==> config.mk <==
export PLATFORM = sky130hd
export DESIGN_NAME = sdram_arbiter
export DESIGN_NICKNAME = d
export VERILOG_FILES = /design/src/rtl/sdram_arbiter.sv
export SDC_FILE = /design/constraint.sdc
export NUM_CORES = 1
export LEC_CHECK = 0
export CAP_MARGIN = 10
export CORE_UTILIZATION = 43
export CTS_BUF_LIST = sky130_fd_sc_hd__clkbuf_2
export CTS_CLUSTER_SIZE = 40
export DETAILED_ROUTE_END_ITERATION = 8
export GPL_TIMING_DRIVEN = 0
export PLACE_DENSITY = 0.83
export SETUP_SLACK_MARGIN = 0.1
export SLEW_MARGIN = 0
export SYNTH_ARGS = -nofsm -noshare
export SYNTH_HDL_FRONTEND = slang
export SYNTH_SLANG_ARGS = --single-unit
==> constraint.sdc <==
create_clock -name clk -period 2.1 [get_ports clk]
set_input_delay 0.42 -clock clk [delete_from_list [all_inputs] [get_ports clk]]
set_output_delay 0.42 -clock clk [all_outputs]
set_load 0.005 [all_outputs]
==> src/rtl/sdram_arbiter.sv <==
// Two-port arbiter in front of a single SDRAM controller host port.
// One transaction at a time: IDLE selects a winner, BUSY waits for completion, DONE spaces out re-grants.
module sdram_arbiter #(
    parameter int FIXED_PRIO = 0
) (
    input  logic        clk,
    input  logic        rst_n,

    input  logic        p0_req,
    input  logic [31:0] p0_addr,
    input  logic [15:0] p0_wdata,
    input  logic        p0_wr_en,
    input  logic [1:0]  p0_bytesel,
    output logic [15:0] p0_rdata,
    output logic        p0_ack,

    input  logic        p1_req,
    input  logic [31:0] p1_addr,
    input  logic [15:0] p1_wdata,
    input  logic        p1_wr_en,
    input  logic [1:0]  p1_bytesel,
    output logic [15:0] p1_rdata,
    output logic        p1_ack,

    output logic [31:0] m_addr,
    output logic [15:0] m_wdata,
    output logic        m_wr_en,
    output logic [1:0]  m_bytesel,
    input  logic [15:0] m_rdata,
    input  logic        m_compl,
    input  logic        m_config_done,

    output logic [1:0]  grant,
    output logic [1:0]  state_o
);

    // Handshake: a port raises req with addr/wdata/wr_en/bytesel stable and holds them
    // until its ack pulses for one cycle; a dropped req never cancels a granted access.
    typedef enum logic [1:0] {
        IDLE = 2'd0,
        BUSY = 2'd1,
        DONE = 2'd2
    } state_e;

    state_e      state_q, state_d;
    logic [1:0]  grant_q, grant_d;
    logic        last_q, last_d;
    logic        zero_q, zero_d;
    logic [31:0] m_addr_q, m_addr_d;
    logic [15:0] m_wdata_q, m_wdata_d;
    logic        m_wr_en_q, m_wr_en_d;
    logic [1:0]  m_bytesel_q, m_bytesel_d;
    logic [15:0] p0_rdata_q, p0_rdata_d;
    logic [15:0] p1_rdata_q, p1_rdata_d;
    logic [1:0]  ack_q, ack_d;

    logic        sel_p1;
    logic [1:0]  win_bytesel;
    logic        win_wr_en;

    // last_q holds the index of the most recently granted port.
    always_comb begin
        sel_p1 = 1'b0;
        if (FIXED_PRIO != 0) begin
            sel_p1 = !p0_req;
        end else begin
            sel_p1 = p1_req && (!p0_req || !last_q);
        end
        win_bytesel = sel_p1 ? p1_bytesel : p0_bytesel;
        win_wr_en   = sel_p1 ? p1_wr_en   : p0_wr_en;
    end

    always_comb begin
        state_d     = state_q;
        grant_d     = grant_q;
        last_d      = last_q;
        zero_d      = zero_q;
        m_addr_d    = m_addr_q;
        m_wdata_d   = m_wdata_q;
        m_wr_en_d   = m_wr_en_q;
        m_bytesel_d = m_bytesel_q;
        p0_rdata_d  = p0_rdata_q;
        p1_rdata_d  = p1_rdata_q;
        ack_d       = 2'b00;

        case (state_q)
            IDLE: begin
                if (m_config_done && (p0_req || p1_req)) begin
                    grant_d     = sel_p1 ? 2'b10 : 2'b01;
                    last_d      = sel_p1;
                    m_addr_d    = sel_p1 ? p1_addr  : p0_addr;
                    m_wdata_d   = sel_p1 ? p1_wdata : p0_wdata;
                    m_bytesel_d = win_bytesel;
                    m_wr_en_d   = (win_bytesel != 2'b00) && win_wr_en;
                    zero_d      = (win_bytesel == 2'b00);
                    state_d     = BUSY;
                end
            end
            BUSY: begin
                // An empty byte select never reaches the controller, so complete it locally.
                if (zero_q || m_compl) begin
                    if (!zero_q && !m_wr_en_q) begin
                        if (grant_q[0]) p0_rdata_d = m_rdata;
                        if (grant_q[1]) p1_rdata_d = m_rdata;
                    end
                    ack_d       = grant_q;
                    m_bytesel_d = 2'b00;
                    m_wr_en_d   = 1'b0;
                    grant_d     = 2'b00;
                    zero_d      = 1'b0;
                    state_d     = DONE;
                end
            end
            DONE: begin
                state_d = IDLE;
            end
            default: begin
                state_d = IDLE;
            end
        endcase
    end

    always_ff @(posedge clk or negedge rst_n) begin
        if (!rst_n) begin
            state_q     <= IDLE;
            grant_q     <= 2'b00;
            last_q      <= 1'b1;
            zero_q      <= 1'b0;
            m_addr_q    <= 32'd0;
            m_wdata_q   <= 16'd0;
            m_wr_en_q   <= 1'b0;
            m_bytesel_q <= 2'b00;
            p0_rdata_q  <= 16'd0;
            p1_rdata_q  <= 16'd0;
            ack_q       <= 2'b00;
        end else begin
            state_q     <= state_d;
            grant_q     <= grant_d;
            last_q      <= last_d;
            zero_q      <= zero_d;
            m_addr_q    <= m_addr_d;
            m_wdata_q   <= m_wdata_d;
            m_wr_en_q   <= m_wr_en_d;
            m_bytesel_q <= m_bytesel_d;
            p0_rdata_q  <= p0_rdata_d;
            p1_rdata_q  <= p1_rdata_d;
            ack_q       <= ack_d;
        end
    end

    assign p0_rdata  = p0_rdata_q;
    assign p1_rdata  = p1_rdata_q;
    assign p0_ack    = ack_q[0];
    assign p1_ack    = ack_q[1];
    assign m_addr    = m_addr_q;
    assign m_wdata   = m_wdata_q;
    assign m_wr_en   = m_wr_en_q;
    assign m_bytesel = m_bytesel_q;
    assign grant     = grant_q;
    assign state_o   = state_q;

endmodule

# Word-level counts from Yosys, hierarchy flattened
# Cells that the tools add are included.
[word_totals]
regBits = 91
latch_bits = 0
mem_bits_rw = 0
mem_bits_ro = 0
inputBits = 124
memories = 0
[classes]
addsub = 0
n_mul = 0
div = 0
n_lt_le_gt_ge = 0
n_eq_ne = 3
shift = 0
n_mux = 20
bitwise = 0
n_reduce_logical = 20
[ops]
columns = ["cell", "n"]
rows = [
  ["$mux 32", 1],
  ["$mux 2", 9],
  ["$mux 16", 1],
  ["$pmux 2 s2", 3],
  ["$reduce_and 4->1", 2],
  ["$logic_and 1x1->1", 4],
  ["$logic_not 1->1", 4],
  ["$logic_not 2->1", 2],
  ["$mux 1", 4],
  ["$ne 2x2->1 const B", 2],
  ["$pmux 1 s2", 2],
  ["$reduce_and 2->1", 2],
  ["$reduce_bool 2->1", 2],
  ["$logic_or 1x1->1", 3],
  ["$reduce_and 3->1", 1],
  ["$eq 2x1->1 const B", 1],
]

# Depth between registers and ports, before layout
[depth]
ltp_word = 8
depth_mapped = 5

# Least setup slack after synthesis
# Ideal clock, no wire load.
[synth_timing]
kind = "input to register"
startpoint = "input p1_req"
endpoint = "register m_wdata_q[7], in the netlist m_wdata[7]"
setup_ns = 0.125
t_arrival_ns = 1.472
path_slack_ns = 0.503
path_stages = 5
n_path_buf = 2
cell_sequence = "a21boi_1 -> buf_6 -> buf_6 -> mux2_4 -> mux2_4"
[synth_via]
elab_chain_cells = 3
elab_cells_between_ends = 5
cone_classes = "mux (1); reduce/logical (4)"
[synth_rtl]
columns = ["element", "line_no", "source"]
rows = [
  ["from (decl)", "17", "input logic p1_req,"],
  ["$logic_or 1x1->1", "88", "if (m_config_done && (p0_req || p1_req)) begin"],
  ["$logic_and 1x1->1", "88", ""],
  ["$reduce_and 2->1 (no line)", "--", ""],
  ["to (signal assigned)", "142", "m_wdata_q <= m_wdata_d;"],
  ["to (decl)", "50", "logic [15:0] m_wdata_q, m_wdata_d;"],
]
# Parallel ways exist; a longest one is shown, timed or not.
# A chain may end at the register's enable or synchronous reset.

# Worst setup path after layout
[layout_timing]
startpoint = "register p0_rdata_q[9], in the netlist p0_rdata[9]"
endpoint = "output p0_rdata[9]"
[layout_lines]
columns = ["element", "line_no", "source"]
rows = [
  ["from (decl)", "53", "logic [15:0] p0_rdata_q, p0_rdata_d;"],
  ["from (signal assigned)", "145", "p0_rdata_q <= p0_rdata_d;"],
  ["to (decl)", "14", "output logic [15:0] p0_rdata,"],
]
# No word-level cell between the ends.

==> results.txt <==
----------------------------------------------------
[Logic synthesis]
  Synth Warn # ... 0
  Distinct cell type count after synthesis ... 22
  Mean cell area of the mapped netlist ... between 15 and 20 um^2
  Syn Nets ... around 390
  Sequential element share of the synthesized area ... 0.503
  #FFs+latches synth ... 91
  Primary flip-flop cell chosen by synthesis mapping ... sky130_fd_sc_hd__dfrtp_1
  Top post-synthesis cells by count ... sky130_fd_sc_hd__mux2_4 (96), sky130_fd_sc_hd__dfrtp_1 (90), sky130_fd_sc_hd__mux2_2 (23)
  Number of enable-type register cells in the synthesized netlist ... 0
  Top-count cell post-synth ... sky130_fd_sc_hd__mux2_4
  Top area cells in the synthesized netlist ... sky130_fd_sc_hd__dfrtp_1 (50%), sky130_fd_sc_hd__mux2_4 (32%), sky130_fd_sc_hd__mux2_2 (5.7%)
  Async set-or-reset flop fraction in the synthesized netlist ... 1.00
  Synthesized instance count ... 270
  Top cell type by total area after synthesis ... sky130_fd_sc_hd__dfrtp_1
  Cell Area, Synth ... roughly 0.0045 mm^2
  Area share of the largest cell type after synthesis ... 0.498

[Placed design]
  Final weighted congestion in routability-driven placement ... 0.767
  Count of input and output buffers ... 212
  Placed Area ... ~0.007 mm^2
  Number of cells in the design after placement ... about 620
  Post-detailed-placement half-perimeter wirelength ... 8.52 mm

[GRT]
  M1 GR Usage ... 0.261
  Via count of the first global-routing pass ... 3387
  Pin count of the biggest net entering global routing ... 64
  Global-route wire length before repair ... 17.9 mm
  GRT Max-Usage Layer ... met2
  Antenna violations before repair ... 0
  Global-route total usage across every layer ... 0.212
  GR Util met2 ... 0.374
  Total congestion overflow after global routing ... 0
  Met3 Usage GRT ... 0.0418

[Worst setup path]
  Master of the slowest instance on the critical path ... sky130_fd_sc_hd__clkdlybuf4s50_1
  Buffering stage count on the worst path with inverters included ... 1
  Cell Chain, Critical Path ... clkdlybuf4s50_1
  Kind of end point of the critical path ... output pin
  Worst-path maximum fanout ... 2
  Worst reg2reg startpoint ... state_o[1]
  Kind of launch point of the worst setup path ... flip-flop
  Cell class contributing the biggest share of worst-path delay ... buffers and inverters
  Depth of the most critical reg-to-reg path ... 5
  Peak per-stage delay on the critical path ... 0.52 ns
  Critical path required time ... 1.68 ns
  Critical path arrival ... around 1.5 ns
  R2r setup slk ... around 0.32 ns
  Category of the most critical setup path ... flip-flop to output pin
  Worst R2R End ... m_addr[21]

[CTS]
  Clock sink count ... 91
  TritonCTS clock tree ... built
  Longest Clk Path Bufs ... 2
  Master cell of the clock root buffer ... sky130_fd_sc_hd__clkbuf_2
  H-tree levels ... 3
  Number of CTS-inserted buffers ... 9
  Clock Pin Slew Worst Setup and Hold Paths ... between 0.2 and 0.3 ns
  Clock latency of the later-clocked register in the worst-skew pair ... 0.53 ns

[STA]
  Setup repair after global routing missed its margin ... false
  Slew at the pin with the worst max-slew slack ... 0.387 ns
  Share of the cycle needed by the critical path after routing ... 0.902
  Post-route clock skew ... 0.0345 ns
  Max Clock Freq ... 528 MHz
  Slew HR ... 0.741
  Hold Vio Cnt, Final ... 0
  Total setup violations reported at the end of the flow ... 0
  Slew Viols, Final ... 0
  Final critical-path required period ... 1.89 ns

[Flow run]
  Total of max-cap violations ... 0

[Finish]
  Share of cells above drive strength 1 ... 0.318
  Synthesis-to-layout area growth ... 56.0%
  Number of nets in the layout ... around 630
  Number of standard cells in the final layout excluding fillers ... 643
  Post-layout instance area ... around 0.0071 mm^2

[Detailed routing]
  Final wirelength ... 11.1 mm
  Number of vias per cell after detailed routing ... 4.82
  Drt first pass iters ... 4
  Via total after detailed routing ... 3098
  WL per Instance ... 17.2 um
  Routed Antenna Nets ... 0
  Number of remaining DRC errors ... 0
  Count of routing violations after the opening detailed-route iteration ... 73

[Power]
  Pwr Density ... 1180 mW/mm^2
  Leakage power of the design ... 3.19 nW
  Worst VDD drop ... roughly 560 uV

[Status]
  Status ... complete, no violations

[Die]
  Area inside the core boundary ... 0.0103 mm^2
  Number of placement rows ... 37
  IO Pins ... around 210
  Die Area ... 0.0109 mm^2
  Effective utilization at floorplan ... 0.440
  Floorplan die height ... 105 um
  Die W ... approximately 100 um

[Worst hold path]
  Worst hold path class ... input port to async pin

----------------------------------------------------
[flip-flops by register name, indices dropped and copies added, names as in the netlist]
name and flops:
m_addr 32, m_wdata 16, p0_rdata 16, p1_rdata 16
ack_q 2, grant 2, m_bytesel 2, state_o 2
last_q 1, m_wr_en 1, zero_q 1
[per-stage QoR]
step / total power [mW] / setup TNS, ns / worst slack, ns / utilization / hold WS [ns]
after floorplan: 4.93 / 0 / 0.503 / - / 0.124
after global placement: 7.16 / -241.78 / -2.63 / 0.664 / 0.467
after detailed placement: 7.30 / -4.62 / -0.0995 / 0.666 / 0.376
after CTS: 8.35 / 0 / 0.111 / 0.681 / 0.265
after global routing: 8.79 / 0 / 0.102 / 0.687 / 0.259
final: 8.30 / 0 / 0.206 / 0.687 / 0.310
[report_power, final]
part           switching (mW)  internal, mW  total (mW)
Clock                   0.602         0.414        1.02
Combinational            1.22          2.98        4.20
Sequential              0.489          2.60        3.09
[logic make-up after synthesis]
family,after synthesis,share of synthesized area
compound gates,9,0.0111
simple gates,14,0.0182
buf+inv,17,0.0445
flops,91,0.503
mux,139,0.423
[per-layer routing]
layer,routed length [um],vias to the layer above
met4,129,0
met1,4680,1536
met2,5670,121
met5,0,-
met3,575,10
li1,-,1431
[how the worst max path moves through the flow]
stage           startpoint          end  slack, ns  depth (start not counted)
4_1_cts           grant[0]     grant[0]       0.11                          1
3_5_place_dp       m_compl  p0_rdata[9]       -0.1                          6
6_report       p0_rdata[9]  p0_rdata[9]       0.21                          1
3_3_place_gp         rst_n   m_addr[25]      -2.63                          1
2_1_floorplan       p1_req   m_wdata[7]       0.50                          5
5_1_grt         m_addr[18]   m_addr[18]       0.10                          1
[cell usage in the layout, fill, tap and decap left out]
| cell | n |
|---|---|
| sky130_fd_sc_hd__clkdlybuf4s50_1 | 205 |
| sky130_fd_sc_hd__mux2_4 | 96 |
| sky130_fd_sc_hd__dfrtp_1 | 90 |
| sky130_fd_sc_hd__mux2_2 | 23 |
| sky130_fd_sc_hd__mux2_1 | 11 |
| sky130_fd_sc_hd__buf_4 | 10 |
| sky130_fd_sc_hd__clkbuf_2 | 10 |
| sky130_fd_sc_hd__mux2i_1 | 9 |
| sky130_fd_sc_hd__buf_6 | 8 |
| sky130_fd_sc_hd__o21ai_0 | 7 |
| sky130_fd_sc_hd__dlymetal6s2s_1 | 6 |
| sky130_fd_sc_hd__nor2_1 | 5 |
| sky130_fd_sc_hd__buf_12 | 4 |
| sky130_fd_sc_hd__and2_1 | 2 |
| sky130_fd_sc_hd__and3_1 | 2 |
| sky130_fd_sc_hd__bufinv_16 | 2 |
| sky130_fd_sc_hd__diode_2 | 1 |
| sky130_fd_sc_hd__nand2b_1 | 1 |
| sky130_fd_sc_hd__a21boi_1 | 1 |
| sky130_fd_sc_hd__nor4b_2 | 1 |
| sky130_fd_sc_hd__nor2b_1 | 1 |
| sky130_fd_sc_hd__nor3b_1 | 1 |
| sky130_fd_sc_hd__a21o_1 | 1 |
| sky130_fd_sc_hd__inv_1 | 1 |
| sky130_fd_sc_hd__nand2_1 | 1 |
| sky130_fd_sc_hd__buf_2 | 1 |
| sky130_fd_sc_hd__inv_8 | 1 |
| sky130_fd_sc_hd__clkinv_4 | 1 |
| sky130_fd_sc_hd__inv_6 | 1 |
| sky130_fd_sc_hd__clkinvlp_4 | 1 |
| sky130_fd_sc_hd__dlygate4sd3_1 | 1 |
| sky130_fd_sc_hd__dfstp_2 | 1 |
| sky130_fd_sc_hd__buf_16 | 1 |
[cell type report]
type                       count  area, um^2
tap                          136         170
clock inverter                 6        96.3
timing repair buffer         220        2220
clock buffer                  10        50.0
multi-input combinational    162        2050
sequential                    91        2280
inverter                       1        3.75
antenna                        1        2.50
fill                         737        3210
buffer                        16         198
[repair_timing]
action                                  CTS  global route
endpoints found under the setup margin    0             9
buffers inserted                          0             6
gates resized for setup                   0             6
hold buffers                              1             0
endpoints found under the hold margin    28             0
No activity file was read; power rests on OpenSTA's default activity.
==> edit: new RTL, same settings <==
Set the parameter `FIXED_PRIO` to 1 (it was 0).
--- a/src/rtl/sdram_arbiter.sv
+++ b/src/rtl/sdram_arbiter.sv
@@ -2,5 +2,5 @@
 // One transaction at a time: IDLE selects a winner, BUSY waits for completion, DONE spaces out re-grants.
 module sdram_arbiter #(
-    parameter int FIXED_PRIO = 0
+    parameter int FIXED_PRIO = 1
 ) (
     input  logic        clk,
Formal check against the unedited RTL: not equivalent (a bounded check fails within 10 cycles, from zero or initial values and one cycle with rst_n low).
==> edit against the unedited design <==
  * First-iteration DRC count up 77%
  * Critical path type unchanged
  * Core utilization grew 3.0 points
  * Wire length increased by 12%
  * Sequential cell count is 1 lower
  * Global-route usage is 4.2 points higher
  * Setup slack got worse by 0.024 ns
  * Final area decreased by 6.2%
  * Area after synthesis decreased by 9.8%
  * Total power down 6.2%
  * Critical path depth unchanged
==> edit: results (changes against the unedited design) <==
stage,metric,value,unit,change
yosys,yosysSeqAreaShare,55.2,%,+4.8 points
drt,via_count,3850,,+24%
sta,worst_pin_slew,0.522,ns,+0.135 ns
critical_path,reg2regPathDepth,6,,+1
critical_path,cpPeakStageDelay,0.55,ns,+0.03 ns
finish,drive_gt1_share,13.0,%,-19 points
grt,grt_pass1_wl,19.5,mm,+8.7%
placed_design,gp_congestion,0.736,,-4.1%
run_status,status,"complete, no violations",,
placed_design,dp_hpwl,9.33,mm,+9.6%
grt,grt_pass1_vias,3941,,+16%
sta,fin_hold_ws,0.277,ns,-0.0330 ns
sta,skew,0.0385,ns,+0.00402 ns
grt,track_usage,25.4,%,+4.2 points
finish,diodes,0,,-1
yosys,synth_commonest_cells,"100 x nor2_1, 90 x dfrtp_1, 49 x a21oi_1",,
critical_path,reg2reg_slack,0.25,ns,-0.07 ns
drt,post_drt_wl_per_cell,16.7,um,-3.1%
yosys,synth_nets,504,,+28%
yosys,yosysUniqueCellTypes,31,,+41%
critical_path,r2r-start,m_wr_en,,
power,power_switching,2430,uW,+5.3%
yosys,synth_most_common_cell,nor2_1,,
clock_network,clk_pin_slew,0.25,ns,-0.02 ns
critical_path,crit_arrival,1.50,ns,+0.03 ns
drt,first_iter_violations,129,,+77%
power,p_leak,0.00284,uW,-11%
finish,nets,736,,+18%
==> edit: cell count changes in the layout (fill, tap and decap cells not counted), moves of 3 or more <==
cell | unedited run | this run
buf_2 | 1 | 11
o221ai_1 | 0 | 3
nor2_1 | 5 | 100
buf_6 | 8 | 2
mux2_4 | 96 | 20
a211oi_1 | 0 | 48
buf_12 | 4 | 0
clkbuf_1 | 0 | 15
mux2_2 | 23 | 13
o21ai_0 | 7 | 4
mux2_1 | 11 | 0
a21oi_1 | 0 | 49
mux2i_1 | 9 | 2
==> edit: layer usage <==
layer / up-vias / track usage, % / wire length [um]
li1: 1809 / - / -
met1: 1856 / 30.2 / 5000
met2: 166 / 44.2 / 6250
met3: 19 / 7.17 / 970
met4: 0 / 8.82 / 214
met5: - / 0 / 0
==> edit: worst max path at each step <==
stage / start / to / slack, ns / cells after the start
floorplan: m_compl / p0_rdata[10] / 0.62 / 4
global placement: rst_n / m_addr[31] / -2.59 / 1
detailed placement: p0_req / m_wdata[9] / -0.18 / 7
CTS: state_o[1] / state_o[1] / 0.07 / 1
global route: m_wr_en / m_wr_en / 0.10 / 1
finish: grant[1] / grant[1] / 0.18 / 1
==> edit: metrics by stage <==
stage,setup slack (ns),area [um2],utilization [%],TNS [ns],std cells
3_5_place_dp,-0.176,6390,69.2,-2.17,722
6_report,0.182,6620,71.7,0,746
4_1_cts,0.0655,6580,71.2,0,743
3_3_place_gp,-2.59,6370,68.9,-233.33,721
2_1_floorplan,0.623,4080,-,0,380
5_1_grt,0.101,6620,71.7,0,746
==> edit: power by group through the flow <==
stage / registers [uW] / clock network (uW) / logic [uW]
final: 3010 / 1030 / 3750
after global routing: 3100 / 1120 / 4020
after CTS: 3010 / 1060 / 3750
after detailed placement: 3070 / 0 / 3660
after global placement: 3030 / 0 / 3580
after floorplan: 3100 / 0 / 1280
==> edit: logic make-up after synthesis <==
kind of cell | share of synthesized area [%]
buffers and inverters | 3.83
AOI/OAI and AO/OA | 17.0
muxes | 11.4
DFF | 55.2
and+or+nand+nor | 12.5
==> edit: cell type report <==
class,instances,area (um2)
fill,695,2620
sequential,90,2250
timing repair buffer,221,2230
multi-input combinational,258,1680
tap,129,161
buffer,31,153
clock inverter,7,98.8
clock buffer,9,45.0
inverter,1,3.75
==> edit: timing repair <==
item / in CTS / in global routing
hold buffers: 1 / 0
endpoints found under the setup margin: 5 / 10
buffers inserted: 4 / 3
hold endpoints to repair: 18 / 0
resized for setup: 2 / 8
